### src/rtl/dlfloat_pkg.sv
// dlfloat_pkg: sequencer states and DLFloat (1/6/9, bias 31) constants.
package dlfloat_pkg;
  typedef enum logic [3:0] {
    IDLE, A_LO, A_HI, B_LO, B_HI, ISSUE, DRAIN, OUT_LO, OUT_HI, OUT_ST
  } state_t;
  localparam logic [15:0] DLF_NAN  = 16'hFFFF;
  localparam logic [15:0] DLF_ZERO = 16'h0000;
  localparam logic [15:0] DLF_ONE  = 16'h3E00;
endpackage

### src/rtl/dlfloat_mac_seq.sv
// dlfloat_mac_seq: byte-stream sequencer feeding the DLFloat MAC and returning the dot product.
// Define DLFLOAT_SEQ_STATUS_EN to append a status byte {6'b0, res==0, nan_seen} to each result.
module dlfloat_mac_seq import dlfloat_pkg::*; #(
  parameter int MAC_LAT = 2,
  parameter int LEN_W   = 8
) (
  input  logic        clk,
  input  logic        rst_n,
  input  logic [7:0]  i_in_data,
  input  logic        i_in_valid,
  output logic        o_in_ready,
  output logic [7:0]  o_out_data,
  output logic        o_out_valid,
  input  logic        i_out_ready,
  output logic [15:0] o_mac_a,
  output logic [15:0] o_mac_b,
  output logic        o_mac_en,
  output logic        o_mac_clr,
  input  logic [15:0] i_mac_acc,
  output logic        o_busy,
  output logic        o_done
);
  localparam int WW = $clog2(MAC_LAT + 1) + 1;
  state_t r_state, w_nxt;
  logic [LEN_W-1:0] r_len, r_cnt;
  logic [WW-1:0] r_wait;
  logic [15:0] r_a, r_res, r_mac_a, r_mac_b, w_res;
  logic [7:0] r_b_lo, r_out_data, w_st;
  logic r_in_ready, r_out_valid, r_mac_en, r_mac_clr, r_busy, r_done;
  logic w_in_xfer, w_out_xfer, w_last, w_exp, w_fin, w_len_acc;
  assign w_in_xfer  = r_in_ready & i_in_valid;
  assign w_out_xfer = r_out_valid & i_out_ready;
  assign w_len_acc  = (r_state == IDLE) & w_in_xfer;
  // cnt is compared before it increments, so LEN=255 ends without wrapping
  assign w_last = ({1'b0, r_cnt} + (LEN_W+1)'(1)) == {1'b0, r_len};
  assign w_exp  = r_wait == WW'(MAC_LAT);
  assign w_res  = (r_state == DRAIN && w_exp) ? i_mac_acc : r_res;
`ifdef DLFLOAT_SEQ_STATUS_EN
  logic r_nan;
  assign w_st  = {6'b0, r_res == DLF_ZERO, r_nan};
  assign w_fin = w_out_xfer & (r_state == OUT_ST);
  always_ff @(posedge clk or negedge rst_n)
    if (!rst_n) r_nan <= 1'b0;
    else r_nan <= w_len_acc ? 1'b0 : r_nan
      | (r_state == ISSUE && (r_mac_a == DLF_NAN || r_mac_b == DLF_NAN))
      | (r_state == DRAIN && w_exp && i_mac_acc == DLF_NAN);
`else
  assign w_st  = 8'h00;
  assign w_fin = w_out_xfer & (r_state == OUT_HI);
`endif
  always_comb begin
    w_nxt = r_state;
    case (r_state)
      IDLE:   if (w_in_xfer) w_nxt = (i_in_data == 8'd0) ? DRAIN : A_LO;
      A_LO:   if (w_in_xfer) w_nxt = A_HI;
      A_HI:   if (w_in_xfer) w_nxt = B_LO;
      B_LO:   if (w_in_xfer) w_nxt = B_HI;
      B_HI:   if (w_in_xfer) w_nxt = ISSUE;
      ISSUE:  w_nxt = w_last ? DRAIN : A_LO;
      DRAIN:  if (w_exp) w_nxt = OUT_LO;
      OUT_LO: if (w_out_xfer) w_nxt = OUT_HI;
`ifdef DLFLOAT_SEQ_STATUS_EN
      OUT_HI: if (w_out_xfer) w_nxt = OUT_ST;
      OUT_ST: if (w_out_xfer) w_nxt = IDLE;
`else
      OUT_HI: if (w_out_xfer) w_nxt = IDLE;
`endif
      default: w_nxt = IDLE;
    endcase
  end
  always_ff @(posedge clk or negedge rst_n) begin
    if (!rst_n) begin
      r_state     <= IDLE;
      r_len       <= '0;
      r_cnt       <= '0;
      r_wait      <= '0;
      r_a         <= '0;
      r_b_lo      <= '0;
      r_res       <= '0;
      r_mac_a     <= '0;
      r_mac_b     <= '0;
      r_out_data  <= '0;
      r_in_ready  <= 1'b0;
      r_out_valid <= 1'b0;
      r_mac_en    <= 1'b0;
      r_mac_clr   <= 1'b0;
      r_busy      <= 1'b0;
      r_done      <= 1'b0;
    end else begin
      r_state     <= w_nxt;
      r_in_ready  <= w_nxt inside {IDLE, A_LO, A_HI, B_LO, B_HI};
      r_out_valid <= w_nxt inside {OUT_LO, OUT_HI, OUT_ST};
      r_busy      <= w_nxt != IDLE;
      r_done      <= w_fin;
      r_mac_clr   <= w_len_acc;
      r_mac_en    <= w_nxt == ISSUE;
      r_wait      <= (r_state == DRAIN) ? r_wait + WW'(1) : '0;
      r_res       <= w_res;
      if (w_len_acc) begin
        r_len <= LEN_W'(i_in_data);
        r_cnt <= '0;
      end
      if (r_state == ISSUE) r_cnt <= r_cnt + LEN_W'(1);
      if (w_in_xfer && r_state == A_LO) r_a[7:0] <= i_in_data;
      if (w_in_xfer && r_state == A_HI) r_a[15:8] <= i_in_data;
      if (w_in_xfer && r_state == B_LO) r_b_lo <= i_in_data;
      if (w_in_xfer && r_state == B_HI) begin
        r_mac_a <= r_a;
        r_mac_b <= {i_in_data, r_b_lo};
      end
      r_out_data <= (w_nxt == OUT_LO) ? w_res[7:0]
                  : (w_nxt == OUT_HI) ? r_res[15:8]
                  : (w_nxt == OUT_ST) ? w_st : 8'h00;
    end
  end
  assign o_in_ready  = r_in_ready;
  assign o_out_valid = r_out_valid;
  assign o_out_data  = r_out_data;
  assign o_mac_a     = r_mac_a;
  assign o_mac_b     = r_mac_b;
  assign o_mac_en    = r_mac_en;
  assign o_mac_clr   = r_mac_clr;
  assign o_busy      = r_busy;
  assign o_done      = r_done;
endmodule

### config.mk
export PLATFORM = sky130hd
export DESIGN_NAME = dlfloat_mac_seq
export DESIGN_NICKNAME = d
export VERILOG_FILES = /design/src/rtl/dlfloat_pkg.sv /design/src/rtl/dlfloat_mac_seq.sv
export SDC_FILE = /design/constraint.sdc
export NUM_CORES = 1
export LEC_CHECK = 0
export BUFFER_PORTS_ARGS = -buffer_cell sky130_fd_sc_hd__buf_2
export CAP_MARGIN = 10
export CORE_MARGIN = 2
export CORE_UTILIZATION = 50
export DETAILED_ROUTE_END_ITERATION = 10
export GPL_ROUTABILITY_DRIVEN = 0
export PLACE_DENSITY = 0.79
export SLEW_MARGIN = 5
export SYNTH_ARGS = -nofsm -noshare
export SYNTH_HDL_FRONTEND = slang
export SYNTH_SLANG_ARGS = --single-unit
### constraint.sdc
create_clock -name clk -period 5.7 [get_ports clk]
set_input_delay 1.14 -clock clk [delete_from_list [all_inputs] [get_ports clk]]
set_output_delay 1.14 -clock clk [all_outputs]
set_load 0.02 [all_outputs]
==> flow_metrics.env <==
export IMPL_status="finished clean"
export IMPL_worstPathMaxFanout=6
export IMPL_cts_hold_buffers=0
export IMPL_cts_tree="built"
export IMPL_synthMuxAreaShare=0.139
export IMPL_hold_viol_final=0
export IMPL_io_buffers=73
export IMPL_overflow=0
export IMPL_numCtsBuffers=9
export IMPL_dieWidth_um=99.8
export IMPL_synth_xor_area_frac=0.0267
export IMPL_ant_nets=0
export IMPL_cts_setup_buffers=0
export IMPL_grt_pass1_wl_mm=15.8
export IMPL_cp_arrival_ns=2.70
export IMPL_antenna_found_initial=0
export IMPL_dp_hpwl_mm=6.47
export IMPL_drtIter0Drc=256
export IMPL_fin_hold_ws_ns=0.478
export IMPL_synth_compound_area_frac=0.0499
export IMPL_final_nets=502
export IMPL_cp_end_kind="register"
export IMPL_skew_ns=0.0195
export IMPL_routed_wl_mm=9.34
export IMPL_synth_most_common_cell="dfrtp_1"
export IMPL_critPathKind="input port to register"
export IMPL_cts_root_buffer="clkbuf_8"
export IMPL_regArea_um2=2730
export IMPL_clk_pin_slew_ns=0.10
export IMPL_yosys_warnings=0
export IMPL_cts_max_level=3
export IMPL_min_path_type="register to register"
export IMPL_synth_edff_count=0
export IMPL_synth_top_family_by_area="simple AND/OR/NAND/NOR gates"
export IMPL_pre_cts_ws_ns=2.89
export IMPL_grt_max_degree=66
export IMPL_avgSynthCellArea_um2=11.4
export IMPL_synth_seq_area_share=0.594
export IMPL_fp_dieH_um=99.8
export IMPL_cts_max_path_buffers=2
export IMPL_p_leak_nw=2.55
export IMPL_critPathLaunchType="input port"
export IMPL_syn_inst=402
export IMPL_coreArea_um2=8810
export IMPL_area_growth_pct=13.1
export IMPL_period_needed_ns=2.43
export IMPL_rows=34
export IMPL_cts_sinks=109
export IMPL_r2r_start="r_state[0]"
export IMPL_maxCapViolations=0
export IMPL_powerDensity_nw_per_um2=487
export IMPL_slew_violations=0
export IMPL_post_cts_resized=0
export IMPL_synth_ff_type="dfrtp_1"
export IMPL_hp_start="r_wait[0]"
export IMPL_synthAdderAreaFrac=0.00817
export IMPL_rsz0062_at_grt="false"
export IMPL_io_pins=74
export IMPL_finalCritPeriodShare=0.427
export IMPL_synth_area_top_cells="dfrtp_1, mux2_2, nand2_1"
export IMPL_ys_seq_elements=109
export IMPL_diodes=0
export IMPL_insertion_delay_ns=0.38
export IMPL_fmax_mhz=411
export IMPL_ys_async_sr_fraction=1.00
export IMPL_fillers=690
export IMPL_synth_cell_types=46
export IMPL_multi_input_area_um2=1720
export IMPL_synth_fp_nets=433
export IMPL_grt_pass1_vias=3206
export IMPL_wl_per_cell_um=16.0
export IMPL_ir_drop_mv=0.321
export IMPL_yosysTopAreaCell="dfrtp_1"
export IMPL_drt_pass1_iterations=4
export IMPL_synth_common_cells="dfrtp_1, nand2_1, mux2_2, nor2_1, o21ai_0"
export IMPL_synth_top_cell_area_share=0.594
export IMPL_grt_usage=0.201
export IMPL_relSlewSlack=0.441
export IMPL_layout_drive_gt1_share=0.319
export IMPL_synth_simple_area_share=0.150
export IMPL_worstSetupStartpoint="i_in_data[5]"
export IMPL_vias_per_cell=5.35
export IMPL_initial_core_util=0.521
export IMPL_die_area_um2=9970
export IMPL_setup_viol=0
export IMPL_tightest_slew_ns=0.835
export IMPL_required_ns=5.97
export IMPL_fin_ws_ns=3.27
export IMPL_drc_errors=0
export IMPL_setup_tns_final_ns=0
export IMPL_vias=3127
export IMPL_synth_area_um2=4590
## worst max-delay path, stage by stage
cell	delay, ns
buf_2	0.13
or4_1	0.51
nor2_1	0.20
o21ai_0	0.12
a21oi_1	0.26
inv_1	0.11
o2111a_1	0.23
## power breakdown
part | switching, W | internal [W] | leakage, nW | total, W
combinational | 0.000475 | 0.000370 | 1.08 | 0.000844
sequential | 0.000196 | 0.00104 | 1.37 | 0.00124
clock | 0.000280 | 0.000171 | 0.0937 | 0.000451
total | 0.000950 | 0.00158 | 2.55 | 0.00253
## cells in the final DEF (no fill, tap or decap), types with 5 or more instances in the layout
cell	n
nand3_1	5
nor2_1	23
nor2b_1	5
clkbuf_8	9
a21oi_1	11
mux2_2	53
inv_1	6
o21ai_0	16
xor2_1	6
dfrtp_1	109
nand2_1	102
xnor2_1	8
buf_4	5
buf_2	72
## per-layer routing
layer | up-vias | global-route usage | wire length (um)
met2 | 74 | 0.312 | 4570
met5 | - | 0 | 0
li1 | 1479 | - | -
met1 | 1562 | 0.284 | 4190
met3 | 12 | 0.0474 | 471
met4 | 0 | 0.0632 | 116
## kinds of logic after synthesis
family                   Yosys count
AND/OR/NAND/NOR                  156
flip-flops                       109
multiplexers                      56
AO/OA/AOI/OAI                     38
buffers and inverters             26
XOR/XNOR                          14
adder cells (fa/ha/maj)            3
## per-stage QoR
stage	cells	utilization	power, W	instance area [um2]
floorplan	402	-	0.00182	4590
global placement	568	0.568	0.00205	5000
detailed placement	568	0.568	0.00210	5000
CTS	584	0.590	0.00255	5190
global route	584	0.590	0.00268	5190
finish	584	0.590	0.00253	5190
## cell type report
| class | instances | area share |
|---|---|---|
| timing repair buffer | 77 | 0.0766 |
| tap | 108 | 0.0260 |
| multi-input combinational | 267 | 0.330 |
| inverter | 7 | 0.00506 |
| sequential | 109 | 0.525 |
| clock inverter | 6 | 0.0123 |
| clock buffer | 10 | 0.0246 |
## path summary, 6_finish.rpt
check | to | slack, ns | cells past startpoint
max | o_in_ready | 3.27 | 7
min | r_wait[0] | 0.48 | 1
max reg2reg | o_busy | 3.31 | 6
min reg2reg | r_wait[0] | 0.48 | 1
max in group asynchronous | r_cnt[2] | 3.74 | 2
min in group asynchronous | o_mac_a[10] | 0.73 | 1
## registers in the layout, summed over array words and instances (netlist names), 3 cells and up
| signal | cells |
|---|---|
| o_out_data | 8 |
| r_wait | 3 |
| o_mac_a | 16 |
| o_mac_b | 16 |
| r_len | 8 |
| r_cnt | 8 |
| r_b_lo | 8 |
| r_state | 4 |
| r_res | 16 |
| r_a | 16 |
(Power assumes the default switching activity.)
